===== config.mk =====
export PLATFORM = sky130hd
export DESIGN_NAME = regbank16x32
export DESIGN_NICKNAME = d
export VERILOG_FILES = /design/src/rtl/regbank16x32.sv
export SDC_FILE = /design/constraint.sdc
export NUM_CORES = 1
export LEC_CHECK = 0
export ABC_AREA = 0
export BUFFER_PORTS_ARGS = -buffer_cell sky130_fd_sc_hd__buf_4
export CAP_MARGIN = 15
export CELL_PAD_IN_SITES_DETAIL_PLACEMENT = 0
export CELL_PAD_IN_SITES_GLOBAL_PLACEMENT = 1
export CORE_ASPECT_RATIO = 0.9
export CORE_MARGIN = 3
export CORE_UTILIZATION = 35
export DETAILED_ROUTE_END_ITERATION = 10
export GPL_TIMING_DRIVEN = 0
export PLACE_DENSITY = 0.67
export SLEW_MARGIN = 10
export SYNTH_ARGS = -nofsm -noshare
export SYNTH_HDL_FRONTEND = slang
export SYNTH_SLANG_ARGS = --single-unit
export TNS_END_PERCENT = 50

===== constraint.sdc =====
create_clock -name clk -period 7.8 [get_ports clk]
set_clock_uncertainty 0.05 [all_clocks]
set_input_delay 0.78 -clock clk [delete_from_list [all_inputs] [get_ports clk]]
set_output_delay 0.78 -clock clk [all_outputs]
set_load 0.05 [all_outputs]

===== src/rtl/regbank16x32.sv =====
// rtl/regbank16x32.sv - 16x32 register bank with per-entry valid flags and sequential clear
//
// Ports:
//   clk        in   1   rising-edge clock
//   rst_n      in   1   synchronous active-low reset
//   we         in   1   write request
//   waddr      in   5   write entry index (0-15 legal, 16-31 rejected)
//   wdata      in  32   write data
//   clr_req    in   1   start a 16-cycle clear sweep (honoured only in IDLE)
//   regs_out   out 512  flattened entries, entry k at [511-32k -: 32]
//   valid_out  out  16  valid flags, entry k at bit 15-k
//   clr_busy   out   1  high while the sweep runs
//   clr_done   out   1  one-cycle pulse after the sweep
//   wr_err     out   1  one-cycle pulse after a rejected write

module regbank16x32 (
    input  logic         clk,
    input  logic         rst_n,
    input  logic         we,
    input  logic [4:0]   waddr,
    input  logic [31:0]  wdata,
    input  logic         clr_req,
    output logic [511:0] regs_out,
    output logic [15:0]  valid_out,
    output logic         clr_busy,
    output logic         clr_done,
    output logic         wr_err
);

    typedef enum logic [1:0] {
        S_IDLE  = 2'd0,
        S_CLEAR = 2'd1,
        S_DONE  = 2'd2
    } state_t;

    state_t      r_state;
    state_t      w_state_next;
    logic [3:0]  r_ptr;
    logic [3:0]  w_ptr_next;

    logic [31:0] r_regs [16];
    logic [15:0] r_valid;
    logic        r_clr_busy;
    logic        r_clr_done;
    logic        r_wr_err;

    logic        w_addr_ok;
    logic        w_wr_fire;
    logic        w_wr_reject;

    // Entries 16..31 do not exist: the top address bit alone marks them illegal.
    assign w_addr_ok   = ~waddr[4];
    // Writes are only accepted while idle; anything else is dropped and flagged.
    assign w_wr_fire   = we && w_addr_ok && (r_state == S_IDLE);
    assign w_wr_reject = we && (!w_addr_ok || (r_state != S_IDLE));

    always_comb begin
        w_state_next = r_state;
        w_ptr_next   = r_ptr;
        case (r_state)
            S_IDLE: begin
                w_ptr_next = 4'd0;
                if (clr_req) begin
                    w_state_next = S_CLEAR;
                end
            end
            S_CLEAR: begin
                w_ptr_next = r_ptr + 4'd1;
                if (r_ptr == 4'd15) begin
                    w_state_next = S_DONE;
                end
            end
            S_DONE: begin
                w_ptr_next   = 4'd0;
                w_state_next = S_IDLE;
            end
            default: begin
                w_ptr_next   = 4'd0;
                w_state_next = S_IDLE;
            end
        endcase
    end

    // Status flags are registered from the next state so they line up exactly
    // with the state they describe without a combinational decode on the output.
    always_ff @(posedge clk) begin
        if (!rst_n) begin
            r_state    <= S_IDLE;
            r_ptr      <= 4'd0;
            r_clr_busy <= 1'b0;
            r_clr_done <= 1'b0;
        end else begin
            r_state    <= w_state_next;
            r_ptr      <= w_ptr_next;
            r_clr_busy <= (w_state_next == S_CLEAR);
            r_clr_done <= (w_state_next == S_DONE);
        end
    end

    always_ff @(posedge clk) begin
        if (!rst_n) begin
            for (int i = 0; i < 16; i++) begin
                r_regs[i] <= 32'd0;
            end
            r_valid  <= 16'd0;
            r_wr_err <= 1'b0;
        end else begin
            r_wr_err <= w_wr_reject;
            if (w_wr_fire) begin
                r_regs[waddr[3:0]]          <= wdata;
                r_valid[4'd15 - waddr[3:0]] <= 1'b1;
            end else if (r_state == S_CLEAR) begin
                r_regs[r_ptr]          <= 32'd0;
                r_valid[4'd15 - r_ptr] <= 1'b0;
            end
        end
    end

    genvar g;
    generate
        for (g = 0; g < 16; g++) begin : g_flat
            assign regs_out[511-32*g -: 32] = r_regs[g];
        end
    endgenerate

    assign valid_out = r_valid;
    assign clr_busy  = r_clr_busy;
    assign clr_done  = r_clr_done;
    assign wr_err    = r_wr_err;

endmodule


==> flow_summary.yaml <==
hold_path:
  min_path_type: "primary input to flip-flop"
clock_tree:
  root_buffer: "clkbuf_16"
  insertion_delay_ns: 0.59
  cts_resized: 0
  cts_buffers: 56
  cts.sinks: 537
  cts_htree_levels: 2
  path_clk_slew_ns: 0.06
  cts_tree: "built"
  cts-hold-fix-buffers: 0
  clock_path_buffers: 3
  cts_setup_buffers: 0
finish:
  nNetsFinal: 2026
  n_fill_cell: 4963
  mostFrequentLayoutCells: "573 x buf_4, 519 x nor2_1, 512 x edfxtp_1"
  final_cell_area_um2: 27600
  drive_above_1_share: 0.405
  stdcell_count: 2782
  final_common_cell: "buf_4"
  syn_to_final_growth_pct: 37.9
synth:
  ys_types: 34
  ys_ff_latch: 537
  synth_area_leaders: "edfxtp_1 77%, nor2_1 9.7%, dfxtp_1 2.5%, nand3_4 1.9%, nand3_2 1.9%"
  synth_top_area_share: 0.769
  synthArstFlopShare: 0
  netlist_instances: 1338
  synth_nets: 1383
  synth_edf_count: 512
  synthFlopType: "edfxtp_1"
  syn_area_um2: 20000
  synth_top_area_cell: "edfxtp_1"
  yosysSeqAreaShare: 0.794
  postSynthAreaPerCell_um2: 14.9
  yosysWarnings: 0
global_route:
  grt_pass1_vias: 13400
  grt_pass1_wl_mm: 98.6
  antenna_found_initial: 4
  grt_max_degree: 28
  grt_usage: 0.231
  grt_overflow: 0
timing:
  fmax_mhz: 334
  max_slew_margin: 0.201
  hold_viol_final: 0
  setup_viol: 0
  finalCritPeriodShare: 0.384
  finalMaxSlewViolations: 0
  finalCriticalPeriod_ns: 2.99
  setup_tns_ns: 0
  rsz0062_at_grt: "false"
  worst_pin_slew_ns: 1.20
place:
  gp_congestion: 0.854
  port_buffers: 569
  dp_hpwl_mm: 53.1
  detailed_place.area_um2: 25700
  dp_cells: 2679
route:
  drt_wl_total_mm: 71.9
  wire_per_inst_um: 25.8
  antenna_left: 0
  vias: 13600
  first_pass_iters: 5
  drt_iter0_markers: 942
  route.detailed.drc: 0
  viasPerCell: 4.89
power:
  leakage_nw: 10.3
  ir_drop_v: 0.000206
  power.density_nw_per_um2: 250
  power.total_mw: 6.90
setup_path:
  end_kind: "flip-flop"
  worstSetupPathType: "flip-flop to flip-flop"
  cp_max_fo: 18
  crit_path_start_kind: "flip-flop"
  crit_required_ns: 8.05
  cp.arrival_ns: 3.24
die:
  pin_count: 572
  initial_core_util: 0.356
  die_h_um: 233
  die_w_um: 258
  die_area_um2: 60000
  std_cell_rows: 82
  core_area_um2: 56100
flow_run:
  maxCapViolations: 0
status:
  outcome: "finished, final reports clean"
## sequential cells by signal (all words and copies together), names as in the netlist
| signal | flops |
|---|---|
| r_state | 2 |
| r_ptr | 4 |
| r_regs | 512 |
| clr_busy | 1 |
| wr_err | 1 |
| clr_done | 1 |
| valid_out | 16 |
## worst paths after layout
path	cells after the start	slack [ns]	start	to
max	7	4.81	r_state[1]$_SDFF_PN0_	r_regs[2][30]$_SDFFCE_PN0P_
min	3	0.41	we	wr_err$_SDFF_PN0_
max reg2reg	7	4.81	r_state[1]$_SDFF_PN0_	r_regs[2][30]$_SDFFCE_PN0P_
min reg2reg	2	0.46	valid_out[11]$_SDFFE_PN0P_	valid_out[11]$_SDFFE_PN0P_
## synth_stat cells (all sizes together) (3+ instances only)
master   count
mux2i        7
and3         3
ha           4
dfxtp       25
clkbuf       8
edfxtp     512
nand3       69
inv          8
a21boi       4
buf         67
nand3b       4
nor3         6
o21ai       46
o2111ai      4
nand2b       7
a31oi        5
nand2       11
and2        13
nor2       519
or4          4
a32oi        3
## final cells by class
cell class	instances	area, um2	area share
multi-input cells	718	3830	0.139
well taps	756	946	0.0343
clock inverters	30	344	0.0125
repair buffers	585	4630	0.168
clock buffers	70	1480	0.0535
plain buffers	75	432	0.0157
flip-flops and latches	537	15900	0.576
diodes	3	7.51	0.000272
inverters	8	30.0	0.00109
## critical path: stages (launching register included)
cell	delay, ns
dfxtp_1	0.37
nor3_1	0.25
and3_1	0.20
buf_2	0.23
buf_6	0.21
a32oi_1	0.37
o21ai_4	0.72
buf_16	0.25
## cells by family (layout without fill, tap and decap cells)
group                    after synthesis  count (layout)  share of synthesized area
multiplexers                           7               7                    0.00601
XOR/XNOR                               2               2                   0.000877
buffers and inverters                 83             768                     0.0231
flip-flops                           537             537                      0.794
AND/OR/NAND/NOR                      641             641                      0.154
AO/OA/AOI/OAI                         64              64                     0.0192
other                                  0               3                          0
adder cells (fa/ha/maj)                4               4                    0.00250
## report_power, final
part | switching [mW] | total (mW) | internal [mW]
registers | 0.0435 | 3.31 | 3.26
clock network | 1.12 | 2.69 | 1.57
logic | 0.693 | 0.906 | 0.213
## metal layers
metal | GRT usage | wire length, um | vias up
li1 | - | - | 6021
met1 | 0.292 | 28200 | 6832
met2 | 0.380 | 34800 | 640
met3 | 0.0659 | 6260 | 123
met4 | 0.0868 | 2590 | 0
met5 | 0 | 0 | -
## metrics by stage
step / utilization / hold slack (ns) / setup slack, ns
3_3_place_gp: 0.449 / 0.440 / 0.783
3_5_place_dp: 0.459 / 0.436 / 4.30
5_1_grt: 0.491 / 0.381 / 4.59
4_1_cts: 0.491 / 0.364 / 4.77
2_1_floorplan: - / 0.482 / 3.40
6_report: 0.491 / 0.414 / 4.81
Power figures use the tool's default switching activity.
